`src/rtl/wide_adder_sequencer.sv`:
```
// Multi-cycle wide adder: one 4-bit ripple slice reused WIDTH/4 times, LSB nibble first.
// Optional WIDE_ADDER_OVF_EN adds a registered signed-overflow output.

module ripple_adder_4bit_structural (
    input  logic [3:0] a,
    input  logic [3:0] b,
    input  logic       cin,
    output logic [3:0] sum,
    output logic       cout
);
    logic [4:0] c;

    assign c[0] = cin;

    for (genvar i = 0; i < 4; i++) begin : g_fa
        assign sum[i]   = a[i] ^ b[i] ^ c[i];
        assign c[i + 1] = (a[i] & b[i]) | (c[i] & (a[i] ^ b[i]));
    end

    assign cout = c[4];
endmodule

module wide_adder_sequencer #(
    parameter int unsigned WIDTH = 16
) (
    input  logic             clk,
    input  logic             rst_n,
    input  logic             in_valid,
    output logic             in_ready,
    input  logic [WIDTH-1:0] a,
    input  logic [WIDTH-1:0] b,
    input  logic             carry_in,
    output logic             out_valid,
    input  logic             out_ready,
    output logic [WIDTH-1:0] sum,
    output logic             carry_out,
`ifdef WIDE_ADDER_OVF_EN
    output logic             overflow,
`endif
    output logic             busy
);
    localparam int unsigned NSLICE = WIDTH / 4;
    localparam int unsigned IDX_W  = (NSLICE > 1) ? $clog2(NSLICE) : 1;
    localparam logic [IDX_W-1:0] LAST_IDX = IDX_W'(NSLICE - 1);

    typedef enum logic [1:0] {
        IDLE = 2'd0,
        RUN  = 2'd1,
        DONE = 2'd2
    } state_t;

    state_t           state;
    logic [IDX_W-1:0] idx;
    logic [WIDTH-1:0] a_reg;
    logic [WIDTH-1:0] b_reg;
    logic             carry_reg;
    logic [3:0]       slice_a;
    logic [3:0]       slice_b;
    logic [3:0]       slice_sum;
    logic             slice_cout;

    assign slice_a = a_reg[4*idx +: 4];
    assign slice_b = b_reg[4*idx +: 4];

    ripple_adder_4bit_structural u_slice (
        .a    (slice_a),
        .b    (slice_b),
        .cin  (carry_reg),
        .sum  (slice_sum),
        .cout (slice_cout)
    );

`ifdef WIDE_ADDER_OVF_EN
    // Carry into the MSB is recovered from the MSB's own sum bit.
    logic slice_ovf;
    assign slice_ovf = (slice_a[3] ^ slice_b[3] ^ slice_sum[3]) ^ slice_cout;
`endif

    always_ff @(posedge clk or negedge rst_n) begin
        if (!rst_n) begin
            state     <= IDLE;
            idx       <= '0;
            a_reg     <= '0;
            b_reg     <= '0;
            carry_reg <= 1'b0;
            sum       <= '0;
            carry_out <= 1'b0;
            out_valid <= 1'b0;
            in_ready  <= 1'b1;
            busy      <= 1'b0;
`ifdef WIDE_ADDER_OVF_EN
            overflow  <= 1'b0;
`endif
        end else begin
            case (state)
                IDLE: begin
                    if (in_valid) begin
                        a_reg     <= a;
                        b_reg     <= b;
                        carry_reg <= carry_in;
                        idx       <= '0;
                        in_ready  <= 1'b0;
                        busy      <= 1'b1;
                        state     <= RUN;
                    end
                end
                RUN: begin
                    sum[4*idx +: 4] <= slice_sum;
                    carry_reg       <= slice_cout;
                    if (idx == LAST_IDX) begin
                        carry_out <= slice_cout;
`ifdef WIDE_ADDER_OVF_EN
                        overflow  <= slice_ovf;
`endif
                        out_valid <= 1'b1;
                        idx       <= '0;
                        state     <= DONE;
                    end else begin
                        idx <= idx + 1'b1;
                    end
                end
                DONE: begin
                    if (out_ready) begin
                        out_valid <= 1'b0;
                        busy      <= 1'b0;
                        in_ready  <= 1'b1;
                        state     <= IDLE;
                    end
                end
                default: begin
                    out_valid <= 1'b0;
                    busy      <= 1'b0;
                    in_ready  <= 1'b1;
                    state     <= IDLE;
                end
            endcase
        end
    end
endmodule
```
`config.mk`:
```
export PLATFORM = sky130hd
export DESIGN_NAME = wide_adder_sequencer
export DESIGN_NICKNAME = d
export VERILOG_FILES = /design/src/rtl/wide_adder_sequencer.sv
export SDC_FILE = /design/constraint.sdc
export NUM_CORES = 1
export LEC_CHECK = 0
export BUFFER_PORTS_ARGS = -buffer_cell sky130_fd_sc_hd__buf_2
export CORE_UTILIZATION = 58
export CTS_CLUSTER_SIZE = 40
export DETAILED_ROUTE_END_ITERATION = 16
export PLACE_DENSITY = 0.84
export SKIP_CTS_REPAIR_TIMING = 1
export SYNTH_ARGS = -nofsm -noshare
export SYNTH_HDL_FRONTEND = slang
export SYNTH_SLANG_ARGS = --single-unit
```
`constraint.sdc`:
```
create_clock -name clk -period 4.2 [get_ports clk]
set_input_delay 0.63 -clock clk [delete_from_list [all_inputs] [get_ports clk]]
set_output_delay 0.63 -clock clk [all_outputs]
set_load 0.1 [all_outputs]
```
==> results of run 1 <==
## per-layer routing
| metal | global-route usage, % | vias to the layer above |
|---|---|---|
| met3 | 5.23 | 12 |
| met1 | 29.6 | 835 |
| met2 | 34.5 | 46 |
| met4 | 12.7 | 0 |
| li1 | - | 830 |
| met5 | 0 | - |
## stage by stage
stage	worst slack [ns]	util, %	hold slack, ns
4_1_cts	0.908	71.6	0.453
2_1_floorplan	1.49	-	0.334
3_3_place_gp	1.01	67.7	0.460
3_5_place_dp	0.901	67.7	0.464
6_report	0.942	71.6	0.417
5_1_grt	0.718	71.6	0.494
## final timing paths
check | from | slack (ns) | to
hold / removal | rst_n | 0.42 | sum[2]$_DFFE_PN0P_
setup reg to reg | idx[0]$_DFFE_PN0P_ | 0.94 | sum[15]$_DFFE_PN0P_
hold reg to reg | sum[12]$_DFFE_PN0P_ | 0.47 | sum[12]$_DFFE_PN0P_
min in group clk | sum[12]$_DFFE_PN0P_ | 0.47 | sum[12]$_DFFE_PN0P_
setup / recovery | idx[0]$_DFFE_PN0P_ | 0.94 | sum[15]$_DFFE_PN0P_
max in group asynchronous | rst_n | 3.30 | b_reg[1]$_DFFE_PN0P_
## layout make-up
| type | instances | area (sq um) | area share, % |
|---|---|---|---|
| flip-flops and latches | 57 | 1430 | 45.5 |
| inverters | 12 | 45.0 | 1.43 |
| repair buffers | 57 | 288 | 9.16 |
| clock inverters | 3 | 15.0 | 0.478 |
| clock buffers | 13 | 159 | 5.06 |
| multi-input cells | 120 | 1140 | 36.3 |
| well taps | 52 | 65.1 | 2.07 |
## cell families (layout without fill, tap and decap cells)
| group | Yosys count | after routing | synth area share (%) |
|---|---|---|---|
| buf+inv | 19 | 85 | 3.43 |
| mux | 41 | 41 | 21.0 |
| simple gates | 41 | 41 | 8.14 |
| compound gates | 28 | 28 | 7.90 |
| fa+ha+maj | 10 | 10 | 5.83 |
| flops | 57 | 57 | 53.7 |
## critical path, cell delays in order (launching register included)
cell and delay (ns):
dfrtp_1 0.79, mux4_1 0.63, inv_1 0.09, fa_1 0.19
fa_1 0.17, inv_1 0.05, fa_1 0.38, fa_1 0.58
nand3_1 0.09, o31ai_1 0.19
## cell usage after synthesis
master	n
nand3b_1	3
and2b_1	1
mux4_2	6
o22a_1	1
a21oi_1	2
nor2b_1	1
or3_4	2
nand2b_1	3
mux4_1	2
nand2_1	19
mux2_2	3
o21ai_1	4
ha_1	6
nand3b_2	1
o41ai_1	3
o2bb2ai_1	1
fa_1	4
clkbuf_1	1
o31ai_2	3
o21ai_0	1
dfstp_2	1
nor2_4	1
mux2_1	30
a211oi_1	1
nand3_1	5
nor3_1	1
buf_2	1
nor2_1	4
inv_1	11
o22ai_1	3
buf_4	5
inv_2	1
o31ai_1	9
dfrtp_1	56
==> qor.csv, run 1 <==
stage,metric,value,unit
run_status,status,completed,
die,Die X-Extent,69.7,microns
place,Buffers on Ports,56,
clock_tree,clk_lat worst skew,0.34,ns
place,DP Area,2970,sq um
clock_tree,"Reg clk slew, reported paths",0.06,ns
place,Routability Congestion,0.826,
worst_setup_path,Critical Path RT,4.44,ns
die,Core Region,4380,sq um
cells_and_area,fin nets,304,
clock_tree,clock sinks,57,
sta,Hold Fails Final Rpt,0,
hold_path,hold crit path type,in2async,
sta,slew margin rel.,38.3,%
die,Die ar.,4860,sq um
sta,final setup vio count,0,
drt,via count,1723,
cells_and_area,# diodes,0,
drt,wire per inst,15.2,microns
logic_synthesis,post-synthesis register bit count,57,
drt,Routed WL,4780,microns
sta,fmax,307,MHz
logic_synthesis,register area share after synthesis,53.7,%
sta,final count of pins violating max slew,0,
worst_setup_path,endpoint class of the critical path,flop,
sta,Setup TNS,0,ns
sta,Final Cycle Share,77.6,%
drt,Routed Antenna Nets,0,
worst_setup_path,Worst R2R Path Depth,9,
logic_synthesis,unique cell type count in the Yosys netlist,34,
die,row cnt,24,
grt,initial antenna violation count,0,
cells_and_area,Syn-to-layout area delta,18.1,%
grt,GR Overflow Total,0,
drt,Initial DRC Count,88,
worst_setup_path,WS Path Type,reg2reg,
drt,Via density,5.49,
logic_synthesis,Syn Area/Cell,13.6,sq um
worst_setup_path,nature of the critical path startpoint,flop,
die,die height,69.7,microns
place,placed cell count,298,
flow_run,max-cap viol count,0,
logic_synthesis,"top cells by area, synth","dfrtp_1, mux2_1, mux4_2",
logic_synthesis,Post-Syn Area,2660,sq um
drt,DR WL met3,175,microns
sta,Clock Skew,0.00752,ns
cells_and_area,"commonest cells after routing, fill and taps aside","dfrtp_1, buf_2, mux2_1",
die,Ports,57,
sta,RSZ-0062 raised after global routing,false,
clock_tree,total CTS buffers,9,
clock_tree,clock buffer depth,2,
cells_and_area,Post-Layout Cell Count,314,
sta,post-layout minimum cycle time,3.26,ns
logic_synthesis,post-synth top area share,52.7,%
worst_setup_path,Crit Path Max Fanout,16,
clock_tree,CTS tree,built,
cells_and_area,layout cells sized above 1,34.0,%
logic_synthesis,"area leader, netlist",dfrtp_1,
place,hpwl dp,3350,microns
sta,Slew @ Worst Pin,0.923,ns
die,initial core utilization,60.7,%
cells_and_area,Final Instance Area,3140,sq um
grt,total track usage,22.5,%
drt,met2 WL post-DR,2280,microns
clock_tree,Root Driver,clkbuf_8,
drt,top layer in use,met4,
grt,vias in the first global route,1747,
logic_synthesis,yosys synthesis warning count,0,
cells_and_area,Fill cells,305,
grt,largest net degree at the start of global routing,58,
drt,drt pass-1 iters,4,
logic_synthesis,syn nets,243,
worst_setup_path,Arrival @ worst endpoint,3.50,ns
drt,drt drc,0,
logic_synthesis,cell count after synthesis,196,
drt,M1 WL,2200,microns
grt,first-pass GRT wire length,8250,microns
clock_tree,H-tree depth,3,
Power of run 1 is not shown: default switching activity piles up to over one toggle a cycle in this logic, so the estimate is an artifact.
==> run 2: changes to the inputs <==
Settings changed: CORE_UTILIZATION 58 to 54, PLACE_DENSITY 0.84 to 0.79.
Clock period 4.2 ns to 3.2 ns, I/O delays scaled along.
==> run 2 against run 1 <==
  * Worst hold slack lost 0.25 ns
  * Clock skew shrank 0.0018 ns
  * Sequential share of layout area shrank 0.41 points
  * Critical endpoint unchanged
  * Highest routed layer unchanged
==> qor.csv, run 2 (synthesized netlist as in run 1, its figures left out) <==
stage,metric,value,unit,change
run_status,status,completed,,
cells_and_area,layout cells sized above 1,34.8,%,+0.88 points
sta,final count of pins violating max slew,0,,unchanged
clock_tree,clk_lat worst skew,0.33,ns,about the same
die,initial core utilization,56.3,%,-4.4 points
cells_and_area,"commonest cells after routing, fill and taps aside","dfrtp_1, buf_2, mux2_1",,
worst_setup_path,"CP delay by family, top",adder cells,,
place,pre-CTS setup slack,0.299,ns,-0.602 ns
worst_setup_path,Critical Path RT,3.44,ns,-1.00 ns
worst_setup_path,Arrival @ worst endpoint,3.13,ns,-0.37 ns
grt,GR Overflow Total,0,,unchanged
die,Core Region,4720,sq um,+7.7%
die,die height,72.2,microns,+3.5%
worst_setup_path,max incr delay on CP,0.58,ns,-0.21 ns
clock_tree,H-tree depth,3,,unchanged
sta,post-layout minimum cycle time,2.90,ns,-0.363 ns
cells_and_area,Syn-to-layout area delta,19.1,%,
sta,Slew @ Worst Pin,0.909,ns,-0.0141 ns
grt,vias in the first global route,1718,,-1.7%
drt,Routed WL,4880,microns,+2.1%
drt,wire per inst,14.7,microns,-3.2%
place,Routability Congestion,0.788,,-4.5%
die,Die X-Extent,72.2,microns,+3.5%
worst_setup_path,nature of the critical path startpoint,flop,,
die,Ports,57,,unchanged
worst_setup_path,most frequent CP cell,fa_1,,
worst_setup_path,endpoint class of the critical path,flop,,
sta,final setup vio count,0,,unchanged
sta,fmax,345,MHz,+13%
worst_setup_path,Crit. path cell count,9,,unchanged
sta,Setup TNS,0,ns,unchanged
sta,Clock Skew,0.00577,ns,-0.00175 ns
clock_tree,"Reg clk slew, reported paths",0.06,ns,about the same
drt,Routed Antenna Nets,0,,unchanged
drt,drt drc,0,,unchanged
hold_path,hold crit path type,in2async,,
drt,via count,1767,,+2.6%
drt,Via density,5.34,,-2.7%
worst_setup_path,critical path buffer and inverter count,2,,unchanged
clock_tree,Root Driver,clkbuf_8,,
clock_tree,CTS tree,built,,
worst_setup_path,CP max-delay cell,mux4_1,,
sta,RSZ-0062 raised after global routing,false,,
place,hpwl dp,3690,microns,+10%
sta,worst setup margin,0.304,ns,-0.637 ns
clock_tree,total CTS buffers,9,,unchanged
die,Die ar.,5210,sq um,+7.2%
drt,drt pass-1 iters,4,,unchanged
grt,first-pass GRT wire length,8200,microns,-0.58%
worst_setup_path,"Critical Path, Cell by Cell","mux4_1, inv_1, fa_1, fa_1, inv_1, fa_1, fa_1, nand3_1, o31ai_1",,
clock_tree,clock buffer depth,2,,unchanged
sta,Hold Fails Final Rpt,0,,unchanged
worst_setup_path,Worst R2R Path Depth,9,,unchanged
clock_tree,clock sinks,57,,unchanged
worst_setup_path,WS Path Type,reg2reg,,
worst_setup_path,Crit Path Max Fanout,7,,-9
worst_setup_path,r2r setup slk,0.30,ns,-0.64 ns
grt,initial antenna violation count,0,,unchanged
flow_run,max-cap viol count,0,,unchanged
sta,slew margin rel.,39.3,%,+0.94 points
grt,largest net degree at the start of global routing,34,,-41%
place,Buffers on Ports,56,,unchanged
cells_and_area,fin nets,307,,+0.99%
die,row cnt,25,,+4.2%
cells_and_area,Final Instance Area,3170,sq um,+0.92%
grt,total track usage,21.7,%,-0.76 points
place,DP Area,3010,sq um,+1.4%
drt,Initial DRC Count,69,,-22%
cells_and_area,Fill cells,358,,+17%
sta,Final Cycle Share,90.5,%,+13 points
cells_and_area,# diodes,0,,unchanged
run 2: cell count changes in the layout (fill, tap and decap cells not counted):
cell	delta
clkinv_2	+1
buf_4	+3
clkbuf_8	-1
clkbuf_1	-1
run 2: final timing paths:
check	startpoint	endpoint
max	idx[0]$_DFFE_PN0P_	sum[15]$_DFFE_PN0P_
min	rst_n	sum[2]$_DFFE_PN0P_
max reg2reg	idx[0]$_DFFE_PN0P_	sum[15]$_DFFE_PN0P_
min reg2reg	sum[5]$_DFFE_PN0P_	sum[5]$_DFFE_PN0P_
max in group asynchronous	rst_n	b_reg[6]$_DFFE_PN0P_
min in group clk	a[13]	a_reg[13]$_DFFE_PN0P_
run 2: area by class of cell:
class,instances,area [sq um],share of cell area (%)
Sequential cell,57,1430,45.0
Multi-Input combinational cell,120,1140,36.0
Clock buffer,11,141,4.46
Inverter,12,45.0,1.42
Timing Repair Buffer,60,310,9.79
Tap cell,67,83.8,2.65
Clock inverter,4,20.0,0.632
run 2: routing by layer:
metal | track usage, % | vias to the layer above | share of wire, %
li1 | - | 838 | -
met1 | 27.7 | 865 | 44
met2 | 34.9 | 54 | 49
met3 | 5.83 | 10 | 5.3
met4 | 9.80 | 0 | 1.9
met5 | 0 | - | 0
run 2: metrics by stage:
| step | std cells | hold slack, ns | utilization (%) |
|---|---|---|---|
| finish | 331 | 0.168 | 67.1 |
| global route | 331 | 0.207 | 67.1 |
| CTS | 331 | 0.170 | 67.1 |
| detailed placement | 316 | 0.462 | 63.7 |
| global placement | 316 | 0.459 | 63.7 |
| floorplan | 196 | 0.184 | - |
Power of run 2 is left out for the same reason.
